### src/rtl/incremental_ds_modulator_if.sv
// -----------------------------------------------------------------------------
// incremental_ds_modulator_if
// Word-in / bitstream-out bundle for the incremental delta-sigma modulator.
//   in_data   : unsigned word to encode (master -> slave)
//   in_valid  : in_data valid (master -> slave)
//   in_ready  : modulator can accept a word this cycle (slave -> master)
//   bit_out   : modulator output bit (slave -> master)
//   bit_valid : bit_out is a conversion sample (slave -> master)
//   bit_first : bit_out is sample 0 of a conversion (slave -> master)
//   bit_last  : bit_out is the final sample of a conversion (slave -> master)
// -----------------------------------------------------------------------------
interface incremental_ds_modulator_if #(
    parameter int DATA_W = 12
);
    logic [DATA_W-1:0] in_data;
    logic              in_valid;
    logic              in_ready;
    logic              bit_out;
    logic              bit_valid;
    logic              bit_first;
    logic              bit_last;

    modport master (
        output in_data, in_valid,
        input  in_ready, bit_out, bit_valid, bit_first, bit_last
    );

    modport slave (
        input  in_data, in_valid,
        output in_ready, bit_out, bit_valid, bit_first, bit_last
    );
endinterface

### src/rtl/incremental_ds_modulator.sv
// -----------------------------------------------------------------------------
// incremental_ds_modulator
// Digital incremental delta-sigma modulator (1st or 2nd order). Each accepted
// word clears the integrators and produces exactly OSR one-bit samples whose
// ones-density is word / 2^DATA_W.
//   clk   : clock, rising edge
//   rst_n : synchronous active-low reset
//   s_bus : slave side of incremental_ds_modulator_if (word in, bits out)
// -----------------------------------------------------------------------------
module incremental_ds_modulator #(
    parameter int DATA_W = 12,
    parameter int OSR    = 512,
    parameter int ORDER  = 2,
    parameter int INT_W  = 18
) (
    input  logic                       clk,
    input  logic                       rst_n,
    incremental_ds_modulator_if.slave  s_bus
);
    localparam int CNT_W = $clog2(OSR);
    // Two guard bits hold integrator + x - FS without overflow before clamping.
    localparam int EXT_W = INT_W + 2;

    localparam logic [0:0] S_IDLE = 1'b0;
    localparam logic [0:0] S_RUN  = 1'b1;

    localparam logic [CNT_W-1:0]        C_LAST    = CNT_W'(OSR - 1);
    localparam logic signed [EXT_W-1:0] C_FS      = {{(EXT_W-DATA_W-1){1'b0}}, 1'b1, {DATA_W{1'b0}}};
    localparam logic signed [EXT_W-1:0] C_MAX_EXT = {3'b000, {(INT_W-1){1'b1}}};
    localparam logic signed [EXT_W-1:0] C_MIN_EXT = {3'b111, {(INT_W-1){1'b0}}};
    localparam logic signed [INT_W-1:0] C_MAX     = {1'b0, {(INT_W-1){1'b1}}};
    localparam logic signed [INT_W-1:0] C_MIN     = {1'b1, {(INT_W-1){1'b0}}};

    if (ORDER != 1 && ORDER != 2) begin : g_bad_order
        $error("incremental_ds_modulator: ORDER must be 1 or 2");
    end

    function automatic logic signed [INT_W-1:0] sat_int(input logic signed [EXT_W-1:0] v);
        if (v > C_MAX_EXT)
            sat_int = C_MAX;
        else if (v < C_MIN_EXT)
            sat_int = C_MIN;
        else
            sat_int = v[INT_W-1:0];
    endfunction

    function automatic logic is_pos(input logic signed [INT_W-1:0] v);
        is_pos = !v[INT_W-1] && (v != '0);
    endfunction

    logic [0:0]              r_state;
    logic [CNT_W-1:0]        r_count;
    logic [DATA_W-1:0]       r_x;
    logic signed [INT_W-1:0] r_i1;
    logic signed [INT_W-1:0] r_i2;
    logic                    r_fb;
    logic                    r_bit_out;
    logic                    r_bit_valid;
    logic                    r_bit_first;
    logic                    r_bit_last;

    logic                    w_last;
    logic                    w_in_ready;
    logic                    w_accept;
    logic                    w_q;
    logic signed [EXT_W-1:0] w_f;
    logic signed [EXT_W-1:0] w_x_ext;
    logic signed [EXT_W-1:0] w_i1_sum;
    logic signed [EXT_W-1:0] w_i2_sum;
    logic signed [INT_W-1:0] w_i1n;
    logic signed [INT_W-1:0] w_i2n;

    assign w_last     = (r_count == C_LAST);
    assign w_in_ready = rst_n & ((r_state == S_IDLE) | ((r_state == S_RUN) & w_last));
    assign w_accept   = w_in_ready & s_bus.in_valid;

    // Loop step from pre-edge state; the saturated values feed both the
    // quantiser and the registers.
    always_comb begin
        w_f      = r_fb ? C_FS : '0;
        w_x_ext  = {{(EXT_W-DATA_W){1'b0}}, r_x};
        w_i1_sum = {{2{r_i1[INT_W-1]}}, r_i1} + w_x_ext - w_f;
        w_i1n    = sat_int(w_i1_sum);
        w_i2_sum = '0;
        w_i2n    = '0;
        w_q      = is_pos(w_i1n);
        if (ORDER == 2) begin
            w_i2_sum = {{2{r_i2[INT_W-1]}}, r_i2} + {{2{w_i1n[INT_W-1]}}, w_i1n} - w_f;
            w_i2n    = sat_int(w_i2_sum);
            w_q      = is_pos(w_i2n);
        end
    end

    always_ff @(posedge clk) begin
        if (!rst_n) begin
            r_state     <= S_IDLE;
            r_count     <= '0;
            r_x         <= '0;
            r_i1        <= '0;
            r_i2        <= '0;
            r_fb        <= 1'b0;
            r_bit_out   <= 1'b0;
            r_bit_valid <= 1'b0;
            r_bit_first <= 1'b0;
            r_bit_last  <= 1'b0;
        end else begin
            if (r_state == S_RUN) begin
                r_i1        <= w_i1n;
                r_i2        <= w_i2n;
                r_fb        <= w_q;
                r_bit_out   <= w_q;
                r_bit_valid <= 1'b1;
                r_bit_first <= (r_count == '0);
                r_bit_last  <= w_last;
                // OSR is a power of two, so the counter wraps to 0 after the last step.
                r_count     <= r_count + 1'b1;
                if (w_last)
                    r_state <= S_IDLE;
            end else begin
                r_bit_valid <= 1'b0;
                r_bit_first <= 1'b0;
                r_bit_last  <= 1'b0;
            end
            // An accept on the last step overrides the step's integrator
            // update so the next word starts from a clean loop.
            if (w_accept) begin
                r_x     <= s_bus.in_data;
                r_i1    <= '0;
                r_i2    <= '0;
                r_fb    <= 1'b0;
                r_count <= '0;
                r_state <= S_RUN;
            end
        end
    end

    assign s_bus.in_ready  = w_in_ready;
    assign s_bus.bit_out   = r_bit_out;
    assign s_bus.bit_valid = r_bit_valid;
    assign s_bus.bit_first = r_bit_first;
    assign s_bus.bit_last  = r_bit_last;
endmodule

### src/flat_wrapper.sv
// flat-port wrapper written by rule: the top's interface ports become plain ports
module incremental_ds_modulator_flat 
#(
    parameter int DATA_W = 12,
    parameter int OSR    = 512,
    parameter int ORDER  = 2,
    parameter int INT_W  = 18
)
  (clk, rst_n, s_bus_in_data, s_bus_in_valid, s_bus_in_ready, s_bus_bit_out, s_bus_bit_valid, s_bus_bit_first, s_bus_bit_last);
  incremental_ds_modulator_if #(.DATA_W(DATA_W)) s_bus_i ();
  input  logic clk;
  input  logic rst_n;
  input wire logic [$bits(s_bus_i.in_data)-1:0] s_bus_in_data;
  input wire logic [$bits(s_bus_i.in_valid)-1:0] s_bus_in_valid;
  output wire logic [$bits(s_bus_i.in_ready)-1:0] s_bus_in_ready;
  output wire logic [$bits(s_bus_i.bit_out)-1:0] s_bus_bit_out;
  output wire logic [$bits(s_bus_i.bit_valid)-1:0] s_bus_bit_valid;
  output wire logic [$bits(s_bus_i.bit_first)-1:0] s_bus_bit_first;
  output wire logic [$bits(s_bus_i.bit_last)-1:0] s_bus_bit_last;
  assign s_bus_i.in_data = s_bus_in_data;
  assign s_bus_i.in_valid = s_bus_in_valid;
  assign s_bus_in_ready = s_bus_i.in_ready;
  assign s_bus_bit_out = s_bus_i.bit_out;
  assign s_bus_bit_valid = s_bus_i.bit_valid;
  assign s_bus_bit_first = s_bus_i.bit_first;
  assign s_bus_bit_last = s_bus_i.bit_last;
  incremental_ds_modulator #(.DATA_W(DATA_W), .OSR(OSR), .ORDER(ORDER), .INT_W(INT_W)) u_core (.clk(clk), .rst_n(rst_n), .s_bus(s_bus_i));
endmodule
### config.mk
export PLATFORM = sky130hd
export DESIGN_NAME = incremental_ds_modulator_flat
export DESIGN_NICKNAME = d
export VERILOG_FILES = /design/src/rtl/incremental_ds_modulator_if.sv /design/src/rtl/incremental_ds_modulator.sv /design/src/flat_wrapper.sv
export SDC_FILE = /design/constraint.sdc
export NUM_CORES = 1
export LEC_CHECK = 0
export CORE_MARGIN = 10
export CORE_UTILIZATION = 50
export DETAILED_ROUTE_END_ITERATION = 10
export PLACE_DENSITY = 0.67
export RECOVER_POWER = 25
export SYNTH_ARGS = -nofsm -noshare
export SYNTH_HDL_FRONTEND = slang
export SYNTH_SLANG_ARGS = --single-unit
### constraint.sdc
create_clock -name clk -period 10.4 [get_ports clk]
set_input_delay 2.08 -clock clk [delete_from_list [all_inputs] [get_ports clk]]
set_output_delay 2.08 -clock clk [all_outputs]
set_load 0.02 [all_outputs]
==> results of run 1 <==
[stage by stage]
step / hold WS, ns / cell area, um^2
finish: 0.4643 / 5461
global route: 0.4977 / 5461
CTS: 0.4686 / 5461
detailed placement: 0.4589 / 5220
global placement: 0.4532 / 5220
floorplan: 0.4397 / 4997
[layout make-up]
class | count | area, um^2 | share of cell area, %
Sequential cell | 63 | 1261 | 23.09
Multi-Input combinational cell | 527 | 3516 | 64.38
Inverter | 17 | 63.81 | 1.168
Clock buffer | 12 | 165.2 | 3.024
Timing Repair Buffer | 22 | 212.7 | 3.895
Tap cell | 133 | 166.4 | 3.047
Clock inverter | 4 | 76.32 | 1.397
[synth_stat cells (all sizes together), types with 3 or more instances]
master / instances / area [um^2]
a21oi: 71 / 415.4
buf: 13 / 83.83
nor2b: 7 / 43.79
o211ai: 7 / 52.55
nor4: 4 / 25.02
nand3b: 3 / 22.52
a21boi: 8 / 67.56
ha: 37 / 462.9
o22ai: 3 / 18.77
o21ai: 62 / 310.3
nand2b: 6 / 37.54
clkbuf: 20 / 75.07
or3: 3 / 18.77
nand4: 13 / 81.33
xor2: 12 / 105.1
o21a: 9 / 67.56
a21o: 14 / 112.6
inv: 17 / 63.81
mux2i: 3 / 30.03
a2111oi: 3 / 45.05
and2: 7 / 46.30
and3: 10 / 62.56
xnor2: 26 / 227.7
a31o: 4 / 35.04
nor2: 35 / 131.4
dfxtp: 63 / 1261
nor3: 10 / 60.06
a211oi: 9 / 77.57
nand2: 101 / 379.1
o221ai: 4 / 52.56
a31oi: 9 / 71.32
nand3: 6 / 30.03
nor3b: 4 / 30.03
or2: 3 / 18.77
o2111ai: 4 / 35.03
[power groups by stage]
stage	registers (mW)	clock network (mW)	logic [mW]
2_1_floorplan	0.280	0	0.388
3_3_place_gp	0.288	0	0.483
3_5_place_dp	0.288	0	0.486
4_1_cts	0.282	0.261	0.489
5_1_grt	0.285	0.269	0.545
6_report	0.283	0.256	0.494
[sequential cells by signal, indices dropped and copies added, names as in the netlist]
| signal | flops |
|---|---|
| u_core.s_bus.bit_valid | 1 |
| u_core.s_bus.bit_first | 1 |
| u_core.r_fb | 1 |
| u_core.r_count | 9 |
| u_core.s_bus.bit_last | 1 |
| u_core.r_state | 1 |
| u_core.r_i1 | 18 |
| u_core.r_x | 12 |
| u_core.s_bus.bit_out | 1 |
| u_core.r_i2 | 18 |
[worst max-delay path: cells and delay by family (launching register included)]
family / cells / cell delay [ns]
AND/OR/NAND/NOR: 4 / 0.83
XOR/XNOR: 2 / 0.24
AO/OA/AOI/OAI: 16 / 4.07
buffers and inverters: 1 / 0.05
adder cells (fa/ha/maj): 7 / 1.96
flip-flops: 1 / 0.33
[worst paths after layout]
kind                               startpoint                            to  slack (ns)
setup / recovery  u_core.r_i1[0]$_SDFFE_PP0P_  u_core.r_i2[13]$_SDFFE_PP0P_        2.84
hold / removal     u_core.r_x[0]$_SDFFE_PN0P_    u_core.r_x[0]$_SDFFE_PN0P_        0.46
hold reg to reg    u_core.r_x[0]$_SDFFE_PN0P_    u_core.r_x[0]$_SDFFE_PN0P_        0.46
setup reg to reg  u_core.r_i1[0]$_SDFFE_PP0P_  u_core.r_i2[13]$_SDFFE_PP0P_        2.84
[metal layers]
| metal | vias to the layer above | GRT usage (%) | part of all wire [%] |
|---|---|---|---|
| met5 | - | 0 | 0 |
| met4 | 0 | 5.581 | 2.0 |
| met3 | 20 | 3.000 | 5.9 |
| met2 | 156 | 27.96 | 46 |
| met1 | 2189 | 23.16 | 46 |
| li1 | 2338 | - | - |
[kinds of logic after synthesis]
group,share of synthesized area (%)
DFF,25.24
xor gates and xnor gates,6.660
adders and majority gates,10.07
AOI/OAI and AO/OA,32.67
muxes,0.6009
buffers and inverters,4.457
and+or+nand+nor,20.31
==> impl_metrics.ini, run 1 <==
[pwr]
p_sw_share_pct = 41.75
leakagePower_nw = 2.214
p_switching_uw = 431.3
p_per_area_mw_per_mm2 = 189.2
finalPower_mw = 1.033
combPwrFrac_pct = 47.8
p_int_uw = 601.8
p_clk_share_pct = 24.8
vdd_drop_max_mv = 0.1004
seqPwrFrac_pct = 27.4

[sta]
period_share_pct = 72.71
min_period_ns = 7.561
hold_violations = 0
clock.fmax_ghz = 0.1323
setup_viol = 0
max_slew_margin_pct = 19.30
fin_skew_ns = 0.005888
tns_ns = 0
slew_viol_final = 0
tightestPinTransition_ns = 1.210
rsz0062_at_grt = no
layout_setup_ws_ns = 2.839

[placement]
dp.cells = 762
port_buffers = 19
dp_slack_ns = 2.961
gp_congestion = 0.9297
dp_hpwl_um = 9560

[setup_path]
cp.arrival_ns = 7.83
crit_required_ns = 10.67
critPathMaxStageDelay_ns = 0.95
reg2reg_depth = 30
cp_slowest_cell = a21oi_1
critPathMaxFanout = 18
cp-start-kind = flip-flop
cp_common_cell = ha_1
critPathCaptureType = flip-flop
critPathKind = reg -> reg

[clock_tree]
cts_hold_buf = 0
worstSkewPairLatency_ns = 0.35
cts.clk_slew.worst_paths_ns = 0.07
clock-sinks = 63
cts_tree = yes
htreeDepth = 3
clockRootBuffer = clkbuf_8
post_cts_buffers = 0
cts_buffers = 9
clock_path_buffers = 2
cts_resized = 0

[layout]
nFillCells = 936
final_common_cell = nand2_1
final_util_pct = 55.88
area_growth_pct = 9.289
mostFrequentLayoutCells = nand2_1, dfxtp_1, o21ai_0
nets = 694
antenna_cells = 0
drive_gt1_share_pct = 8.837
fin_cells = 778

[synthesis]
synth_area_mm2 = 0.004997
yosys_most_used_dff = dfxtp_1
syn-num-nets = 694
ys_warn_count = 0
syn_avg_cell_area_um2 = 7.808
ys_ff_latch = 63
synthCells = 640
seq_area_frac_synth_pct = 25.24
synth_edf_count = 0
ys_types = 74
synth-async-reset-ratio_pct = 0

[global_route]
grt_max_degree = 60
antenna_found_initial = 0
grt_pass1_wl_um = 21140
grt_usage_pct = 17.41
grt_pass1_vias = 4379
overflow = 0

[route]
vias = 4703
wire_per_inst_um = 16.33
firstDrtPassIters = 5
drc = 0
viasPerCell = 6.045
drt_iter0_markers = 388
ant_nets = 0
wl_um = 12700

[min_path]
hold_depth = 2
hp-class = reg -> reg

[die]
rows = 36
die-width_um = 120.0
initial_utilization_pct = 51.13
ioPinCount = 20
core-area_mm2 = 0.009774
dieArea_mm2 = 0.01439
die_h_um = 120.0

[job]
cap_violations = 0

[run_status]
outcome = finished, final reports clean
(Power assumes the default switching activity.)
==> inputs of run 2 (changes only) <==
Settings changed: PLACE_DENSITY 0.67 to 0.69.
Clock period 10.4 ns to 6.8 ns, I/O delays scaled along.
==> run 2 against run 1 <==
Effect of this change: design area rose by 3.7%; sequential power rose by 52%; combinational power rose by 69%; register-to-register slack got worse by 2.5 ns; die area did not move; non-clock buffer count rose by 19; first-iteration DRC count rose by 8.2%.
==> impl_metrics.ini, run 2 (synthesis gave the netlist of run 1 again) <==
[run_status]
outcome = finished, final reports clean

[route]
firstDrtPassIters = 5
wl_um = 13770
ant_nets = 0
wire_per_inst_um = 17.27
drc = 0
viasPerCell = 6.107
drt_iter0_markers = 420
vias = 4867

[layout]
reg_top3 = u_core.r_i1 x18, u_core.r_i2 x18, u_core.r_x x12
final_util_pct = 57.95
drive_gt1_share_pct = 12.95
mostFrequentLayoutCells = nand2_1, dfxtp_1, o21ai_0
nFillCells = 904
area_growth_pct = 13.34
final_common_cell = nand2_1
fin_cells = 797
antenna_cells = 0
nets = 714

[global_route]
grt_max_degree = 60
grt_pass1_wl_um = 22110
gr-usage-met2_pct = 29.57
grt_use_met1_pct = 23.73
overflow = 0
grt_usage_pct = 18.34
use_met3_pct = 4.360
antenna_found_initial = 0
global_route.peak_usage_layer = met2
grt_pass1_vias = 4541

[clock_tree]
worstSkewPairLatency_ns = 0.35
htreeDepth = 3
cts_hold_buf = 0
cts.clk_slew.worst_paths_ns = 0.07
cts_tree = yes
clock_path_buffers = 2
clockRootBuffer = clkbuf_8
cts_buffers = 9
clock-sinks = 63

[min_path]
hp-class = reg -> reg

[setup_path]
crit_required_ns = 7.03
critPathCaptureType = flip-flop
cp-start-kind = flip-flop
critPathKind = reg -> reg
critPathMaxFanout = 6
cp_slowest_cell = or4_1
critPathMaxStageDelay_ns = 0.57
cp.arrival_ns = 6.71
cp_common_cell = ha_1

[die]
initial_utilization_pct = 51.13
rows = 36
core-area_mm2 = 0.009774
ioPinCount = 20
die-width_um = 120.0
die_h_um = 120.0
dieArea_mm2 = 0.01439

[pwr]
p_per_area_mw_per_mm2 = 291.8
vdd_drop_max_mv = 0.1766
finalPower_mw = 1.653
leakagePower_nw = 2.309

[placement]
dp.cells = 776
port_buffers = 19
dp_hpwl_um = 10100
gp_congestion = 0.9499

[sta]
period_share_pct = 95.31
holdWs_ns = 0.4636
clock.fmax_ghz = 0.1543
min_period_ns = 6.481
slew_viol_final = 0
setup_viol = 0
tightestPinTransition_ns = 0.7314
fin_skew_ns = 0.005490
tns_ns = 0
hold_violations = 0
max_slew_margin_pct = 51.24

[job]
cap_violations = 0
## run 2: changes by cell type in the layout (fill, tap and decap cells not counted), sizes merged
cell,delta
buf,+19
a31oi,+1
bufinv,+1
clkbuf,-1
clkinvlp,-1
## run 2: power breakdown
group | internal [mW] | switching, mW
Clock | 0.241 | 0.147
Sequential | 0.403 | 0.0273
Combinational | 0.318 | 0.515
Total | 0.963 | 0.690
## run 2: stage by stage
step	worst slack [ns]	instance area (um^2)
finish	0.3192	5664
global route	-0.03541	5664
CTS	0.02955	5562
detailed placement	-0.08046	5325
global placement	0.1462	5325
floorplan	0.5910	4997
## run 2: layout make-up
class | instances | area (um^2) | share of cell area [%]
sequential | 63 | 1261 | 22.27
clock inverter | 4 | 95.09 | 1.679
multi-input combinational | 528 | 3587 | 63.33
clock buffer | 11 | 131.4 | 2.319
tap | 133 | 166.4 | 2.938
timing repair buffer | 41 | 359.1 | 6.340
inverter | 17 | 63.81 | 1.127
## run 2: worst paths after layout
path / from / to / slack, ns / cells past startpoint
setup / recovery: u_core.r_i1[4]$_SDFFE_PP0P_ / u_core.r_fb$_SDFFE_PP0P_ / 0.32 / 27
hold / removal: u_core.r_x[0]$_SDFFE_PN0P_ / u_core.r_x[0]$_SDFFE_PN0P_ / 0.46 / 2
setup reg to reg: u_core.r_i1[4]$_SDFFE_PP0P_ / u_core.r_fb$_SDFFE_PP0P_ / 0.32 / 27
hold reg to reg: u_core.r_x[0]$_SDFFE_PN0P_ / u_core.r_x[0]$_SDFFE_PN0P_ / 0.46 / 2
## run 2: worst max-delay path, delay by kind of cell (launching register included)
| kind | cells | cell delay, ns |
|---|---|---|
| DFF | 1 | 0.33 |
| AOI/OAI and AO/OA | 16 | 3.33 |
| adders and majority gates | 5 | 1.44 |
| and+or+nand+nor | 3 | 0.83 |
| xor gates and xnor gates | 3 | 0.41 |
## run 2: per-layer routing
| layer | vias to the layer above | routed length (um) |
|---|---|---|
| met3 | 19 | 844 |
| met2 | 149 | 6400 |
| met1 | 2325 | 6322 |
| li1 | 2374 | - |
| met4 | 0 | 201 |
| met5 | - | 0 |
## run 2: timing repair
item,in CTS,in global routing
gates resized for setup,1,15
gates cloned,0,1
pin swaps,1,5
endpoints found under the setup margin,14,19
setup buffers,1,4
hold endpoints to repair,0,0
